==> src/rtl/mem_bus_arbiter.sv <==
// Shared memory bus arbiter for the CPU core: exec/fetch fixed-priority arbitration
// plus a sprite-DMA engine that halts the CPU and copies one page to OAM_PORT.
module mem_bus_arbiter #(
    parameter int                    ADDR_WIDTH = 16,
    parameter int                    REG_WIDTH  = 8,
    parameter logic [ADDR_WIDTH-1:0] OAM_PORT   = 16'h2004
) (
    input  logic                  clk,
    input  logic                  reset_n,
    input  logic                  fetch_req,
    input  logic [ADDR_WIDTH-1:0] fetch_addr,
    output logic                  fetch_gnt,
    input  logic                  exec_req,
    input  logic                  exec_we,
    input  logic [ADDR_WIDTH-1:0] exec_addr,
    input  logic [REG_WIDTH-1:0]  exec_wdata,
    output logic                  exec_gnt,
    input  logic                  dma_start,
    input  logic [7:0]            dma_page,
    output logic [ADDR_WIDTH-1:0] mem_addr,
    output logic                  mem_we,
    output logic [REG_WIDTH-1:0]  mem_wdata,
    input  logic [REG_WIDTH-1:0]  mem_rdata,
    output logic [REG_WIDTH-1:0]  rdata,
    output logic                  rdata_valid,
    output logic                  cpu_halt,
    output logic                  dma_busy,
    output logic [1:0]            owner,
    output logic [1:0]            dbg_state
);

    localparam logic [1:0] IDLE      = 2'd0;
    localparam logic [1:0] DMA_ALIGN = 2'd1;
    localparam logic [1:0] DMA_READ  = 2'd2;
    localparam logic [1:0] DMA_WRITE = 2'd3;

    localparam logic [1:0] OWN_NONE  = 2'd0;
    localparam logic [1:0] OWN_FETCH = 2'd1;
    localparam logic [1:0] OWN_EXEC  = 2'd2;
    localparam logic [1:0] OWN_DMA   = 2'd3;

    logic [1:0]            state_q, state_d;
    logic                  parity_q;
    logic                  align_extra_q, align_extra_d;
    logic [7:0]            page_q, page_d;
    logic [7:0]            idx_q, idx_d;
    logic [REG_WIDTH-1:0]  buf_q, buf_d;
    logic [REG_WIDTH-1:0]  rdata_q;
    logic                  rvalid_q;
    logic [ADDR_WIDTH-1:0] mem_addr_q;
    logic                  rd_access;

    // Bus-side outputs; everything is forced quiet while reset_n is low.
    always_comb begin
        fetch_gnt = 1'b0;
        exec_gnt  = 1'b0;
        owner     = OWN_NONE;
        mem_addr  = mem_addr_q;
        mem_we    = 1'b0;
        mem_wdata = buf_q;
        cpu_halt  = 1'b0;
        rd_access = 1'b0;
        if (reset_n) begin
            case (state_q)
                IDLE: begin
                    if (exec_req) begin
                        exec_gnt  = 1'b1;
                        owner     = OWN_EXEC;
                        mem_addr  = exec_addr;
                        mem_we    = exec_we;
                        mem_wdata = exec_wdata;
                        rd_access = ~exec_we;
                    end else if (fetch_req) begin
                        fetch_gnt = 1'b1;
                        owner     = OWN_FETCH;
                        mem_addr  = fetch_addr;
                        rd_access = 1'b1;
                    end
                end
                DMA_ALIGN: begin
                    owner    = OWN_DMA;
                    cpu_halt = 1'b1;
                end
                DMA_READ: begin
                    owner    = OWN_DMA;
                    cpu_halt = 1'b1;
                    mem_addr = ADDR_WIDTH'({page_q, idx_q});
                end
                default: begin
                    owner    = OWN_DMA;
                    cpu_halt = 1'b1;
                    mem_addr = OAM_PORT;
                    mem_we   = 1'b1;
                end
            endcase
        end
    end

    assign dma_busy    = cpu_halt;
    assign rdata       = rdata_q;
    assign rdata_valid = rvalid_q;
    assign dbg_state   = state_q;

    // DMA sequencing; a strobe outside IDLE never reaches this decode.
    always_comb begin
        state_d       = state_q;
        align_extra_d = align_extra_q;
        page_d        = page_q;
        idx_d         = idx_q;
        buf_d         = buf_q;
        case (state_q)
            IDLE: begin
                if (dma_start) begin
                    page_d        = dma_page;
                    align_extra_d = parity_q;
                    state_d       = DMA_ALIGN;
                end
            end
            DMA_ALIGN: begin
                if (align_extra_q) begin
                    align_extra_d = 1'b0;
                end else begin
                    state_d = DMA_READ;
                end
            end
            DMA_READ: begin
                buf_d   = mem_rdata;
                state_d = DMA_WRITE;
            end
            DMA_WRITE: begin
                idx_d   = idx_q + 8'd1;
                state_d = (idx_q == 8'hFF) ? IDLE : DMA_READ;
            end
            default: state_d = IDLE;
        endcase
    end

    always_ff @(posedge clk) begin
        if (!reset_n) begin
            state_q       <= IDLE;
            parity_q      <= 1'b0;
            align_extra_q <= 1'b0;
            page_q        <= 8'h00;
            idx_q         <= 8'h00;
            buf_q         <= '0;
            rdata_q       <= '0;
            rvalid_q      <= 1'b0;
            mem_addr_q    <= '0;
        end else begin
            state_q       <= state_d;
            parity_q      <= ~parity_q;
            align_extra_q <= align_extra_d;
            page_q        <= page_d;
            idx_q         <= idx_d;
            buf_q         <= buf_d;
            rvalid_q      <= rd_access;
            mem_addr_q    <= mem_addr;
            if (rd_access) begin
                rdata_q <= mem_rdata;
            end
        end
    end

endmodule
==> config.mk <==
export PLATFORM = sky130hd
export DESIGN_NAME = mem_bus_arbiter
export DESIGN_NICKNAME = d
export VERILOG_FILES = /design/src/rtl/mem_bus_arbiter.sv
export SDC_FILE = /design/constraint.sdc
export NUM_CORES = 1
export LEC_CHECK = 0
export CORE_ASPECT_RATIO = 2
export CORE_UTILIZATION = 35
export CTS_CLUSTER_DIAMETER = 80
export DETAILED_ROUTE_END_ITERATION = 8
export GPL_TIMING_DRIVEN = 0
export PLACE_DENSITY = 0.66
export SLEW_MARGIN = 40
export SYNTH_ARGS = -nofsm -noshare
export SYNTH_HDL_FRONTEND = slang
export SYNTH_SLANG_ARGS = --single-unit
==> constraint.sdc <==
create_clock -name clk -period 2.61 [get_ports clk]
set_clock_uncertainty 0.1 [all_clocks]
set_input_delay 0.261 -clock clk [delete_from_list [all_inputs] [get_ports clk]]
set_output_delay 0.261 -clock clk [all_outputs]
set_load 0.03 [all_outputs]
==> qor.yml <==
yosys:
  seq_area_frac_synth_pct: 34.85
  synth_area_per_cell_um2: 8.551
  syn-num-nets: 419
  synthDistinctLibCells: 44
  netlist_instances: 356
  synth_top_flop_cell: "dfxtp_1"
  synth_edf_count: 0
  synthArstFlopShare_pct: 0
  syn-cell-area_um2: 3044
  synth-seq-cells: 53
  ys_warn_count: 0
sta:
  max_freq_mhz: 394.2
  fin_setup_tns_ns: 0
  setup_viol: 0
  slew_headroom_pct: 60.88
  holdWs_ns: 0.2426
  drv_slew: 0
  hold_violations: 0
  tightestPinTransition_ns: 0.5868
  rsz0062_at_grt: "no"
  period_minus_slack_ns: 2.537
  period_share_pct: 97.20
min_path:
  hold_class: "in -> reg"
worst_setup_path:
  crit_path_cell_trace: "buf_2 -> nor2_2 -> and3_1 -> buf_4 -> mux2_2 -> dlygate4sd2_1"
  crit_fanout: 10
  path_class: "reg -> out"
  end_kind: "output pin"
  max_stage_delay_ns: 0.36
  arrival_ns: 2.18
  r2r_setup_slack_ns: 0.85
  crit_slowest_cell: "dlygate4sd2_1"
  cp-start-kind: "register"
  worst_ep_required_time_ns: 2.25
floorplanning:
  row_count: 47
  io_pins: 104
  die_area_um2: 9097
  core_um2: 8351
  die_x_um: 67.95
  dieHeight_um: 133.9
  start_util_pct: 36.45
global_routing:
  grt_max_degree: 18
  grt_pass1_vias: 3418
  grt_first_pass_wirelength_um: 16980
  antenna_found_initial: 0
  grt_overflow: 0
  grt_use_total_pct: 24.87
cells_and_area:
  drive_gt1_share_pct: 13.12
  fin_util_pct: 51.53
  stdcell_count: 563
  area_delta_synth_final_pct: 41.35
  mostFrequentLayoutCells: "clkdlybuf4s50_1 (72), dfxtp_1 (53), mux2i_1 (28), nand2_1 (27)"
  insertedDiodeCount: 0
  fillers: 839
  final_common_cell: "clkdlybuf4s50_1"
  fin_nets: 527
clock_tree:
  ctsHtreeMaxLevel: 2
  cts_root_buf: "clkbuf_16"
  cts_buffers: 5
  postCtsHoldBufs: 0
  worstSkewPairLatency_ns: 0.30
  cts_setup_buffers: 0
  clockBufferDepth: 2
  cts_tree: "done"
  clkTransAtPathRegs_ns: 0.07
  clock_sinks: 53
routing:
  drc: 0
  final_antenna_net_count: 0
  drt-vias-per-instance: 5.719
  vias: 3220
  dr.pass1.iters: 4
  drt_iter0_drc: 168
  wire_per_inst_um: 18.91
  wl_um: 10640
power:
  ir_drop_mv: 0.3554
  p_leak_nw: 1.839
  finalPower_w: 0.002512
  powerDensity_nw_per_um2: 583.7
place:
  placed_cells: 555
  place_congestion: 0.8852
  hpwlAfterDp_um: 8139
  port_buffers: 101
status:
  status: "completed"
flow_run:
  cap_violations: 0
## repair_timing
item,in CTS,in global routing
pin swaps,0,0
cloned,0,0
resized for setup,38,23
endpoints found under the setup margin,31,16
## logic make-up (layout without fill, tap and decap cells)
| logic type | Yosys count | after routing | share of synthesized area [%] |
|---|---|---|---|
| and+or+nand+nor | 115 | 115 | 21.95 |
| AOI/OAI and AO/OA | 94 | 94 | 21.66 |
| buffers and inverters | 55 | 164 | 8.385 |
| DFF | 53 | 53 | 34.85 |
| muxes | 36 | 36 | 12.17 |
| xor gates and xnor gates | 2 | 2 | 0.5755 |
| adders and majority gates | 1 | 1 | 0.4109 |
## Yosys cell counts (all sizes together) (3+ instances only)
cell type / n / share of area, %
nor2b: 3 / 0.62
a21oi: 26 / 4.3
dfxtp: 53 / 35
a221oi: 14 / 4.0
mux2i: 28 / 9.2
nor3b: 17 / 4.2
inv: 19 / 2.3
o21a: 4 / 0.99
mux2: 8 / 3.0
nand3b: 4 / 0.99
a22o: 4 / 1.2
o2bb2ai: 10 / 2.9
or4bb: 5 / 1.8
o21ai: 17 / 2.9
nand2b: 3 / 0.62
buf: 23 / 4.4
nand4bb: 5 / 1.8
nand2: 27 / 3.3
nor2: 27 / 3.3
o31a: 10 / 2.9
and3: 12 / 2.5
clkbuf: 13 / 1.6
## per-layer routing
layer  routed length [um]  share of wire [%]  vias up  global-route usage, %
met5                    0                  0        -                      0
met4                  551                5.2        0                  15.51
met3                  703                6.6       30                  4.847
met2                 5603                 53      158                  44.17
met1                 3786                 36     1523                  24.96
li1                     -                  -     1509                      -
## final timing paths
kind / startpoint / to / cells after the start
worst max-delay path: dbg_state[1] / mem_wdata[5] / 6
worst min-delay path: reset_n / idx_q[6] / 3
worst max register to register: dbg_state[1] / mem_addr_q[6] / 5
worst min register to register: parity_q / parity_q / 1
## worst max-delay path: cells and delay by family (launching register included)
family / cells / cell delay, ns
buffers and inverters: 3 / 0.72
AND/OR/NAND/NOR: 2 / 0.46
flip-flops: 1 / 0.34
multiplexers: 1 / 0.34
## power breakdown
group | internal, W | leakage [nW] | switching (W)
sequential | 0.000872 | 0.434 | 0.0000416
combinational | 0.000350 | 1.32 | 0.000476
clock | 0.000455 | 0.0842 | 0.000317
total | 0.00168 | 1.84 | 0.000835
## cell type report
| cell class | count | area, um2 | share of cell area (%) |
|---|---|---|---|
| Buffer | 36 | 192.7 | 4.478 |
| Timing Repair Buffer | 101 | 949.7 | 22.07 |
| Sequential cell | 53 | 1061 | 24.66 |
| Clock buffer | 5 | 125.1 | 2.908 |
| Clock inverter | 3 | 43.79 | 1.018 |
| Multi-Input combinational cell | 248 | 1737 | 40.36 |
| Inverter | 19 | 71.32 | 1.657 |
| Tap cell | 98 | 122.6 | 2.850 |
## sequential cells by signal (all words and copies together) (netlist names)
signal         cells
mem_addr_q        16
buf_q              8
idx_q              8
page_q             8
rdata              8
dbg_state          2
align_extra_q      1
parity_q           1
rdata_valid        1
## metrics by stage
step	cell area (um2)	worst slack, ns
5_1_grt	4303	0.01593
4_1_cts	4328	-0.1236
2_1_floorplan	3044	0.4701
3_5_place_dp	4178	-0.3134
3_3_place_gp	4178	-0.3378
6_report	4303	0.07316
(Power assumes the default switching activity.)
